===== config.mk =====
export PLATFORM = sky130hd
export DESIGN_NAME = pipelined_alu
export DESIGN_NICKNAME = d
export VERILOG_FILES = /design/src/rtl/alu_pkg.sv /design/src/rtl/seq_multiplier.sv /design/src/rtl/pipelined_alu.sv
export SDC_FILE = /design/constraint.sdc
export NUM_CORES = 1
export LEC_CHECK = 0
export ABC_AREA = 0
export ABC_CLOCK_PERIOD_IN_PS = 3620
export CORE_UTILIZATION = 30
export DETAILED_ROUTE_END_ITERATION = 8
export MAX_ROUTING_LAYER = met4
export RECOVER_POWER = 50
export SKIP_CTS_REPAIR_TIMING = 1
export SKIP_LAST_GASP = 1
export SLEW_MARGIN = 40
export SYNTH_ARGS = -nofsm -noshare
export SYNTH_HDL_FRONTEND = slang
export SYNTH_SLANG_ARGS = --single-unit

===== constraint.sdc =====
create_clock -name clk_in -period 3.62 [get_ports clk_in]
set_input_delay 0.543 -clock clk_in [delete_from_list [all_inputs] [get_ports clk_in]]
set_output_delay 0.543 -clock clk_in [all_outputs]
set_load 0.1 [all_outputs]

===== src/rtl/alu_pkg.sv =====
// Shared opcode values, decoded operation kinds, FSM states and the flag bundle
// used by the pipelined ALU and its sequential multiplier.
package alu_pkg;

    localparam int OPC_ADD  = 0;
    localparam int OPC_SUB  = 1;
    localparam int OPC_MUL  = 2;
    localparam int OPC_EQ   = 3;
    localparam int OPC_GT   = 4;
    localparam int OPC_ADDI = 9;
    localparam int OPC_SUBI = 10;
    localparam int OPC_MOV  = 11;

    // Immediate forms share the datapath of their register counterparts.
    typedef enum logic [2:0] {
        OP_ADD,
        OP_SUB,
        OP_MUL,
        OP_EQ,
        OP_GT,
        OP_MOV,
        OP_ILLEGAL
    } op_kind_e;

    typedef enum logic {
        ST_IDLE,
        ST_MUL_BUSY
    } state_e;

    typedef struct packed {
        logic overflow;
        logic carry;
        logic zero;
        logic sign;
        logic parity;
        logic illegal;
    } flags_t;

    localparam flags_t FLAGS_RESET = '{
        overflow: 1'b0,
        carry:    1'b0,
        zero:     1'b1,
        sign:     1'b0,
        parity:   1'b0,
        illegal:  1'b0
    };

endpackage


===== src/rtl/seq_multiplier.sv =====
// Iterative shift-add signed multiplier: one partial product per step on operand
// magnitudes, with the sign applied to the finished product.
module seq_multiplier #(
    parameter int W = 8
) (
    input  logic           clk_i,
    input  logic           rst_i,
    input  logic           start_i,
    input  logic           step_i,
    input  logic [W-1:0]   a_i,
    input  logic [W-1:0]   b_i,
    output logic           busy_o,
    output logic           done_o,
    output logic [2*W-1:0] product_o
);

    localparam int CNT_W = (W > 2) ? $clog2(W) : 1;

    logic             busy_q;
    logic             neg_q;
    logic [CNT_W-1:0] cnt_q;
    logic [2*W-1:0]   mcand_q;
    logic [W-1:0]     mplier_q;
    logic [2*W-1:0]   acc_q;
    logic [2*W-1:0]   acc_step;

    // The most negative operand still has a representable unsigned magnitude.
    function automatic logic [W-1:0] magnitude(input logic [W-1:0] x);
        return x[W-1] ? (~x + 1'b1) : x;
    endfunction

    // done_o flags the final step; product_o already includes it so the caller
    // can capture the result on the same edge that retires the last step.
    always_comb begin
        acc_step  = acc_q + (mplier_q[0] ? mcand_q : '0);
        product_o = neg_q ? (~acc_step + 1'b1) : acc_step;
        done_o    = busy_q && (cnt_q == CNT_W'(W - 1));
        busy_o    = busy_q;
    end

    // NOTE: sequential state uses non-blocking assignments so every register
    // samples pre-edge values regardless of statement order.
    always_ff @(posedge clk_i or posedge rst_i) begin
        if (rst_i) begin
            busy_q   <= 1'b0;
            neg_q    <= 1'b0;
            cnt_q    <= '0;
            mcand_q  <= '0;
            mplier_q <= '0;
            acc_q    <= '0;
        end else if (start_i) begin
            busy_q   <= 1'b1;
            neg_q    <= a_i[W-1] ^ b_i[W-1];
            cnt_q    <= '0;
            mcand_q  <= {{W{1'b0}}, magnitude(a_i)};
            mplier_q <= magnitude(b_i);
            acc_q    <= '0;
        end else if (busy_q && step_i) begin
            acc_q    <= acc_step;
            mcand_q  <= mcand_q << 1;
            mplier_q <= mplier_q >> 1;
            if (done_o) begin
                busy_q <= 1'b0;
            end else begin
                cnt_q <= cnt_q + 1'b1;
            end
        end
    end

endmodule


===== src/rtl/pipelined_alu.sv =====
// Handshaked ALU: single-cycle add/sub/compare/move, multi-cycle signed multiply,
// with result and flags held in an output register until consumed.
module pipelined_alu
    import alu_pkg::*;
#(
    parameter int DATA_WIDTH   = 8,
    parameter int OPCODE_WIDTH = 8
) (
    input  logic                    clk_in,
    input  logic                    reset_in,
    input  logic                    enable_in,
    input  logic                    in_valid,
    output logic                    in_ready,
    input  logic [OPCODE_WIDTH-1:0] opcode_in,
    input  logic [DATA_WIDTH-1:0]   alu_input1,
    input  logic [DATA_WIDTH-1:0]   alu_input2,
    output logic                    out_valid,
    input  logic                    out_ready,
    output logic [DATA_WIDTH-1:0]   alu_output,
    output logic                    overflow_flag,
    output logic                    carry_flag,
    output logic                    zero_flag,
    output logic                    sign_flag,
    output logic                    parity_flag,
    output logic                    illegal_op_flag
);

    localparam int W = DATA_WIDTH;

    state_e         state_q, state_d;
    logic           out_valid_q, out_valid_d;
    logic [W-1:0]   result_q, result_d;
    flags_t         flags_q, flags_d;

    op_kind_e       op_kind;
    logic [W:0]     sum, diff;
    logic [W-1:0]   alu_result;
    logic           alu_overflow, alu_carry;

    logic           reg_free, transfer, consume;
    logic           mul_start, mul_step, mul_busy, mul_done;
    logic [2*W-1:0] mul_product;
    logic [W:0]     mul_upper;
    logic           mul_overflow;

    function automatic flags_t make_flags(input logic [W-1:0] r, input logic ovf,
                                          input logic cy, input logic ill);
        flags_t f;
        f.overflow = ovf;
        f.carry    = cy;
        f.zero     = (r == '0);
        f.sign     = r[W-1];
        f.parity   = ^r;
        f.illegal  = ill;
        return f;
    endfunction

    // NOTE: every always_comb output gets a default first so no path can
    // leave it unassigned and infer a latch.
    always_comb begin
        op_kind = OP_ILLEGAL;
        case (opcode_in)
            OPCODE_WIDTH'(OPC_ADD), OPCODE_WIDTH'(OPC_ADDI): op_kind = OP_ADD;
            OPCODE_WIDTH'(OPC_SUB), OPCODE_WIDTH'(OPC_SUBI): op_kind = OP_SUB;
            OPCODE_WIDTH'(OPC_MUL):                          op_kind = OP_MUL;
            OPCODE_WIDTH'(OPC_EQ):                           op_kind = OP_EQ;
            OPCODE_WIDTH'(OPC_GT):                           op_kind = OP_GT;
            OPCODE_WIDTH'(OPC_MOV):                          op_kind = OP_MOV;
            default:                                         op_kind = OP_ILLEGAL;
        endcase
    end

    assign sum  = {1'b0, alu_input1} + {1'b0, alu_input2};
    assign diff = {1'b0, alu_input1} - {1'b0, alu_input2};

    always_comb begin
        alu_result   = '0;
        alu_overflow = 1'b0;
        alu_carry    = 1'b0;
        case (op_kind)
            OP_ADD: begin
                alu_result   = sum[W-1:0];
                alu_carry    = sum[W];
                alu_overflow = (alu_input1[W-1] == alu_input2[W-1]) &&
                               (sum[W-1] != alu_input1[W-1]);
            end
            OP_SUB: begin
                alu_result   = diff[W-1:0];
                alu_carry    = diff[W];
                alu_overflow = (alu_input1[W-1] != alu_input2[W-1]) &&
                               (diff[W-1] != alu_input1[W-1]);
            end
            OP_EQ:   alu_result = {{(W-1){1'b0}}, alu_input1 == alu_input2};
            OP_GT:   alu_result = {{(W-1){1'b0}}, $signed(alu_input1) > $signed(alu_input2)};
            OP_MOV:  alu_result = alu_input1;
            default: alu_result = '0;
        endcase
    end

    // The product fits the result width only if its top W+1 bits are a pure sign extension.
    assign mul_upper    = mul_product[2*W-1:W-1];
    assign mul_overflow = !((&mul_upper) || !(|mul_upper));

    assign reg_free  = !out_valid_q || out_ready;
    assign in_ready  = !reset_in && enable_in && (state_q == ST_IDLE) && reg_free;
    assign transfer  = in_valid && in_ready;
    assign consume   = out_valid_q && out_ready && enable_in;
    assign mul_start = transfer && (op_kind == OP_MUL);
    assign mul_step  = enable_in && (state_q == ST_MUL_BUSY) && mul_busy &&
                       (!mul_done || reg_free);

    seq_multiplier #(
        .W (W)
    ) u_mul (
        .clk_i     (clk_in),
        .rst_i     (reset_in),
        .start_i   (mul_start),
        .step_i    (mul_step),
        .a_i       (alu_input1),
        .b_i       (alu_input2),
        .busy_o    (mul_busy),
        .done_o    (mul_done),
        .product_o (mul_product)
    );

    always_comb begin
        state_d     = state_q;
        out_valid_d = out_valid_q;
        result_d    = result_q;
        flags_d     = flags_q;
        if (consume) begin
            out_valid_d = 1'b0;
        end
        case (state_q)
            ST_IDLE: begin
                if (transfer && (op_kind == OP_MUL)) begin
                    state_d = ST_MUL_BUSY;
                end else if (transfer) begin
                    out_valid_d = 1'b1;
                    result_d    = alu_result;
                    flags_d     = make_flags(alu_result, alu_overflow, alu_carry,
                                             op_kind == OP_ILLEGAL);
                end
            end
            ST_MUL_BUSY: begin
                if (mul_step && mul_done) begin
                    state_d     = ST_IDLE;
                    out_valid_d = 1'b1;
                    result_d    = mul_product[W-1:0];
                    flags_d     = make_flags(mul_product[W-1:0], mul_overflow,
                                             mul_overflow, 1'b0);
                end
            end
            default: state_d = ST_IDLE;
        endcase
    end

    always_ff @(posedge clk_in or posedge reset_in) begin
        if (reset_in) begin
            state_q     <= ST_IDLE;
            out_valid_q <= 1'b0;
            result_q    <= '0;
            flags_q     <= FLAGS_RESET;
        end else begin
            state_q     <= state_d;
            out_valid_q <= out_valid_d;
            result_q    <= result_d;
            flags_q     <= flags_d;
        end
    end

    assign out_valid       = out_valid_q;
    assign alu_output      = result_q;
    assign overflow_flag   = flags_q.overflow;
    assign carry_flag      = flags_q.carry;
    assign zero_flag       = flags_q.zero;
    assign sign_flag       = flags_q.sign;
    assign parity_flag     = flags_q.parity;
    assign illegal_op_flag = flags_q.illegal;

endmodule


**Yosys cells after proc, flatten, opt, wreduce, memory -nomap -nowiden**

Memories as Yosys holds them, arrays and structs flattened.
Cells that the tools add are included.

- Add/subtract/negate cells: 7
- Order comparisons: 1
- Equality and inequality tests: 16
- Muxes and demuxes: 36
- Bitwise logic cells: 5
- Reduce and logical (&&, ||, !) cells: 36

Operator list:

| cell | number |
|---|---|
| 16-bit two-way mux | 6 |
| 8-bit two-way mux | 7 |
| 8-bit case mux with 5 select lines | 1 |
| 6-bit two-way mux | 3 |
| 16-bit by 1-bit adder with 16-bit output (second input constant) | 1 |
| 16-bit adder | 1 |
| 8-bit by 1-bit adder with 8-bit output (second input constant) | 2 |
| 8-bit logical NOT | 2 |
| 16-bit inverter | 1 |
| 8-bit inverter | 2 |
| 8-bit case mux with 2 select lines | 1 |
| 8-bit parity | 2 |
| 1-bit logical AND | 15 |
| 3-bit == test (second input constant) | 4 |
| 3-bit two-way mux | 4 |
| 6-bit case mux with 2 select lines | 1 |
| 8-bit by 8-bit adder with 9-bit output | 1 |
| 1-bit two-way mux | 9 |
| 9-bit AND reduction | 1 |
| 9-bit OR reduction | 1 |
| 8-bit by 8-bit subtractor with 9-bit output | 1 |
| 8-bit == test | 1 |
| 8-bit > comparator | 1 |
| 1-bit case mux with 2 select lines | 4 |
| other kinds (16) | 29 |

- Register bits: 61
- Memory bits (read-only): 48
- Input port bits: 29
- Output and inout port bits: 16
- Word-level logic and storage cells: 117
- Memories kept: 1

Memory list:

| memory | words | width | read ports | clocked after Yosys merged registers in | write ports | RTL line | text |
|---|---|---|---|---|---|---|---|
| (no name shown) | 16 | 3 | 1 | 0 | 0 | pipelined_alu.sv:62 | `case (opcode_in)` |

**Logic depth before layout (Yosys ltp)**

- Depth in word-level cells: 11
- Gate-level depth with buffers: 16

**Modules after synthesis**

Synthesis repeated with hierarchy kept, for this count alone.

- Cell total of the unflattened synthesis: 649
- Area total of the unflattened synthesis: 5,467.7 µm²

Modules (own cells, without submodules):

| module | times used | cells each | area an instance (µm²) |
|---|---|---|---|
| seq_multiplier | 1 | 391 | 3,369.5 |
| pipelined_alu | 1 | 258 | 2,098.3 |

**Worst setup path before layout**

Ideal clock, no wire load.

- Path kind: reg2reg
- Start point: reg out_valid_q, in the netlist out_valid
- End point: reg u_mul.mcand_q[1]
- Library setup time: 126 ps
- Data arrival time: 5,783 ps
- Data required time: 3,494 ps
- Path slack: -2,289 ps
- Cell stages (with the launch flop): 10
- Path buffers: 2
- Clock period less this slack: 5,909 ps
- Cells stage by stage: dfrtp_1 nor2b_1 nor4b_1 nand2_1 nor3_1 and2_1 clkbuf_1 nor2_1 clkbuf_1 a221o_1

- Longest elaborated chain between the ends: 6
- Elaborated cells between the ends (all ways): 10
- Those cells by class: 1 x mux; 9 x reduce/logical

Ends and longest elaborated chain:

| element | RTL line | text |
|---|---|---|
| start, declared | pipelined_alu.sv:31 | `logic out_valid_q, out_valid_d;` |
| start signal, assigned | pipelined_alu.sv:166 | `out_valid_q <= out_valid_d;` |
| 1-bit logical NOT (*) | pipelined_alu.sv:104 | `assign reg_free = !out_valid_q \|\| out_ready;` |
| 1-bit logical OR (*) | pipelined_alu.sv:104 |  |
| 1-bit logical AND (*) | pipelined_alu.sv:105 | `assign in_ready = !reset_in && enable_in && (state_q == ST_IDLE) && reg_free;` |
| net in_ready | pipelined_alu.sv:13 | `output logic in_ready,` |
| 1-bit logical AND (*) | pipelined_alu.sv:106 | `assign transfer = in_valid && in_ready;` |
| 1-bit logical AND (*) | pipelined_alu.sv:108 | `assign mul_start = transfer && (op_kind == OP_MUL);` |
| 16-bit two-way mux or 2-bit nonzero test (tied branches) | - |  |
| end signal, assigned | seq_multiplier.sv:55 | `mcand_q <= {{W{1'b0}}, magnitude(a_i)};` |
| end signal, assigned | seq_multiplier.sv:60 | `mcand_q <= mcand_q << 1;` |
| end, declared | seq_multiplier.sv:22 | `logic [2*W-1:0] mcand_q;` |

Mark *: on every way through the listed nets, which the timed path passes. The rest lies on a longest branch.
A chain may end at the register's enable or synchronous reset.

**Worst setup path after layout**

- Start point: reg u_mul.mplier_q[0]
- End point: reg flags_q, in the netlist carry_flag

- Longest elaborated chain between the ends: 11
- Elaborated cells between the ends (all ways): 12
- Those cells by class: 2 x add/sub; 4 x mux; 1 x bitwise; 5 x reduce/logical

Ends and longest elaborated chain:

| element | RTL line | text |
|---|---|---|
| start, declared | seq_multiplier.sv:23 | `logic [W-1:0] mplier_q;` |
| start signal, assigned | seq_multiplier.sv:56 | `mplier_q <= magnitude(b_i);` |
| start signal, assigned | seq_multiplier.sv:61 | `mplier_q <= mplier_q >> 1;` |
| 16-bit two-way mux (*) | seq_multiplier.sv:35 | `acc_step = acc_q + (mplier_q[0] ? mcand_q : '0);` |
| 16-bit adder (*) | seq_multiplier.sv:35 |  |
| 16-bit inverter | seq_multiplier.sv:36 | `product_o = neg_q ? (~acc_step + 1'b1) : acc_step;` |
| 16-bit by 1-bit adder with 16-bit output | seq_multiplier.sv:36 |  |
| 16-bit two-way mux (*) | seq_multiplier.sv:36 |  |
| 9-bit OR reduction | pipelined_alu.sv:102 | `assign mul_overflow = !((&mul_upper) \|\| !(\|mul_upper));` |
| 1-bit logical NOT | pipelined_alu.sv:102 |  |
| 1-bit logical OR (*) | pipelined_alu.sv:102 |  |
| 1-bit logical NOT (*) | pipelined_alu.sv:102 |  |
| 6-bit two-way mux (*) | pipelined_alu.sv:146 | `if (mul_step && mul_done) begin` |
| 6-bit case mux with 2 select lines (*) | pipelined_alu.sv:134 | `case (state_q)` |
| end signal, assigned | pipelined_alu.sv:168 | `flags_q <= flags_d;` |
| end, declared | pipelined_alu.sv:33 | `flags_t flags_q, flags_d;` |

Mark *: on every way between the ends. The rest lies on a longest branch, timed or not. The select of a mux whose other input is x is not followed.

==> summary.txt <==
Synthesis
  – Synth warn: 0
  – EDFF count, synth: 0
  – Synth Area in Compound Gates: 0.259
  – Syn nets: 699
  – Main combinational cell family by area after synthesis: compound AO/OA/AOI/OAI gates
  – Seq/Total Area, Yosys: 0.280
  – FFs w/ async S/R, synth: 1.00
  – Mapped Area: around 5400 µm²
  – Simple-Gate Fraction of Synth Area: 0.205
  – Commonest register cell after synthesis: dfrtp_1
  – Cells after Synth: 622
  – Xor/xnor cell area share of the yosys netlist: 0.0610
  – Adder-Cell Fraction of Synth Area: 0.116
  – Syn avg cell area: 8.63 µm²
  – Flops & latches, synth: 60
  – Mux contribution to synthesized area: 0.0331
  – Synth unique cells: between 80 and 90

STA
  – Setup TNS: -0.200 ns
  – Slew Limit Headroom: 0.178
  – Final period util: 1.03
  – Setup slack after layout: -0.119 ns
  – Worst-margin pin slew: about 1.2 ns
  – Final count of negative-setup-slack endpoints: 2
  – Clock skew: between 0.008 and 0.009 ns
  – Minimum clock period: between 3 and 4 ns
  – RSZ-0062 raised after global routing: true
  – Final hold viol count: 0
  – Max Clock Freq: around 270 MHz
  – Final Max Tran Viols: 0

Critical path
  – CP Data Arrival Time: 3.92 ns
  – Worst-path fanout max: 15
  – Critical-path top delay cell: a2111o_1
  – Crit-path max cell delay: 0.41 ns
  – CP Buf/Inv Count: 1
  – Req. time, crit path: around 3.8 ns
  – R2r setup slk: -0.12 ns
  – Kind of cell adding the most delay to the critical path: simple AND/OR/NAND/NOR gates
  – Critical R2R Launch: u_mul.mplier_q[0]
  – Crit. End Element: flip-flop
  – Sequence of cells on the critical path: buf_6 > and2_2 > fa_2 > and3_4 > or3_4 > a221oi_4 > nand3_4 > nor3b_4 > a21oi_1 > or3_1 > a2111o_1 > o211ai_4 > o311ai_1
  – Reg2Reg Depth: 13
  – Crit start category: flip-flop
  – Crit Reg-Reg Endpoint: carry_flag
  – Setup CP Type: flip-flop to flip-flop

Pwr
  – P_leak: roughly 3.4 nW
  – Internal power: around 1.5 mW
  – Seq pwr share: 0.328
  – Comb pwr share: 0.267
  – Design Power: approximately 2.3 mW
  – Power Density: around 310 nW/µm²
  – Clk network pwr share: 0.405
  – Switching Fraction: 0.328
  – Peak supply drop: 203 µV
  – Sw power: ~750 µW

CTS
  – CTS tree: yes
  – Clock Latency Late Sink: about 0.34 ns
  – Worst-path clk slew: ~0.060 ns
  – CTS H-tree lvls: 3
  – Clock root cell: clkbuf_16
  – Clock Path Buffers: 2
  – Clk sinks: 60
  – Clock buffer count from CTS: 9

GRT
  – Initial antenna violation count: 0
  – All-Layer GR Usage: 0.179
  – Total congestion overflow: 0
  – First-pass GRT wire length: 25.2 mm
  – Vias in the first global route: 5144
  – Pin count of the biggest net entering global routing: 39

Layout
  – Share of cells above drive strength 1: 0.278
  – Final cell count without fillers: 1012
  – Post-layout instance area: ~7400 µm²
  – N_diodes: 0
  – Synth-to-Final Area Change: 38.0%
  – Final net count: approximately 860

Hold path
  – HP Class: flip-flop to flip-flop
  – Hold Crit Start: zero_flag
  – Hold EP: zero_flag
  – WHS Path Cells: 2

Placed design
  – Dpl hpwl: around 12 mm
  – Dpl ws: -0.284 ns
  – Port bufs: 44
  – GPL Wtd Cong: roughly 0.9
  – Dpl cells: ~990
  – Post-placement cell area: just under 7000 µm²

Floorplan
  – Initial core utilization: 0.308
  – Core Footprint: 17400 µm²
  – Row cnt: 48
  – IO Count: 45
  – Die Ht: approximately 140 µm
  – Die W: between 100 and 150 µm
  – Die footprint: between 15000 and 20000 µm²

Routing
  – WL per Instance: 15.1 µm
  – Via Count: around 5200
  – Initial DRC Count: 226
  – Routed Antenna Nets: 0
  – Vias/cell: 5.13
  – Residual DRC: 0
  – First-pass DRT Iterations: 4
  – Final WL: 15.2 mm

Run
  – Max-cap violations: 0

Run status
  – Status: finished, violations left
  – Failing checks: setup timing
-- worst register-to-register path: stages (launching register included) --
cell	delay [ns]
dfrtp_1	0.40
buf_6	0.16
and2_2	0.21
fa_2	0.38
and3_4	0.17
or3_4	0.37
a221oi_4	0.31
nand3_4	0.12
nor3b_4	0.19
a21oi_1	0.09
or3_1	0.38
a2111o_1	0.41
o211ai_4	0.26
o311ai_1	0.14
-- per-layer routing --
layer | up-vias | part of all wire | GRT usage
met1 | 2475 | 0.46 | 0.226
met2 | 78 | 0.50 | 0.294
li1 | 2629 | - | -
met3 | 14 | 0.027 | 0.0251
met4 | 0 | 0.012 | 0.0512
met5 | - | 0 | -
-- power by group through the flow --
stage	sequential (mW)	clock (mW)	combinational [mW]
floorplan	0.921	0	0.248
global placement	0.764	0	0.632
detailed placement	0.764	0	0.611
CTS	0.752	0.954	0.613
global route	0.758	0.984	0.658
finish	0.753	0.931	0.614
-- layout by cell type, fill, tap and decap left out, types with 10 or more instances in the layout --
| cell type | instances |
|---|---|
| dfrtp_1 | 58 |
| a221o_1 | 17 |
| a21oi_1 | 28 |
| clkdlybuf4s50_1 | 27 |
| buf_4 | 132 |
| mux2i_1 | 11 |
| xnor2_1 | 21 |
| o21ai_0 | 48 |
| nand3_1 | 23 |
| inv_1 | 29 |
| ha_1 | 40 |
| and2_1 | 17 |
| nor2_1 | 32 |
| nand2_1 | 66 |
| xor2_1 | 10 |
-- metrics by stage --
step / hold slack, ns / utilization
2_1_floorplan: 0.446 / -
3_3_place_gp: 0.460 / 0.401
3_5_place_dp: 0.464 / 0.397
4_1_cts: 0.474 / 0.416
5_1_grt: 0.489 / 0.426
6_report: 0.477 / 0.426
-- cell type report --
type / instances / area (µm²)
Fill cell: 1782 / 10000
Clock inverter: 7 / 98.8
Multi-Input combinational cell: 502 / 3810
Clock buffer: 9 / 225
Sequential cell: 60 / 1500
Inverter: 30 / 113
Tap cell: 225 / 282
Timing Repair Buffer: 179 / 1380
-- state kept, by name (all words and copies together) (netlist names) --
signal / flops
alu_output: 8
carry_flag: 1
illegal_op_flag: 1
out_valid: 1
overflow_flag: 1
parity_flag: 1
state_q: 1
u_mul.acc_q: 16
u_mul.busy_o: 1
u_mul.cnt_q: 3
u_mul.mcand_q: 16
u_mul.mplier_q: 8
u_mul.neg_q: 1
zero_flag: 1
-- how the worst max path moves through the flow --
stage	start	end	cells after the start
floorplan	u_mul.mplier_q[0]	carry_flag	13
global placement	alu_input2[1]	parity_flag	17
detailed placement	alu_input1[0]	parity_flag	16
CTS	u_mul.mplier_q[0]	carry_flag	13
global route	u_mul.mplier_q[0]	carry_flag	14
finish	u_mul.mplier_q[0]	carry_flag	13
-- cells in the mapped netlist, types with 7 or more instances --
cell | n | area, µm²
o21ai_0 | 49 | 245
nor2_1 | 34 | 128
and2_1 | 19 | 119
xor2_1 | 10 | 87.6
clkbuf_1 | 22 | 82.6
inv_1 | 29 | 109
a221o_1 | 17 | 170
mux2i_1 | 11 | 110
nand2b_1 | 7 | 43.8
dfrtp_1 | 59 | 1480
a21oi_1 | 31 | 155
or2_2 | 8 | 50.1
ha_1 | 45 | 563
o21bai_1 | 9 | 67.6
a21o_1 | 9 | 67.6
xnor2_1 | 23 | 201
nand2_1 | 66 | 248
nand3_1 | 24 | 120
o2111ai_1 | 7 | 61.3
-- kinds of logic after synthesis --
| family | count (synthesis) |
|---|---|
| compound gates | 193 |
| xor+xnor | 35 |
| fa+ha+maj | 48 |
| buf+inv | 60 |
| flops | 60 |
| mux | 17 |
| simple gates | 209 |
Note: power is estimated with default switching activity, not from simulation.
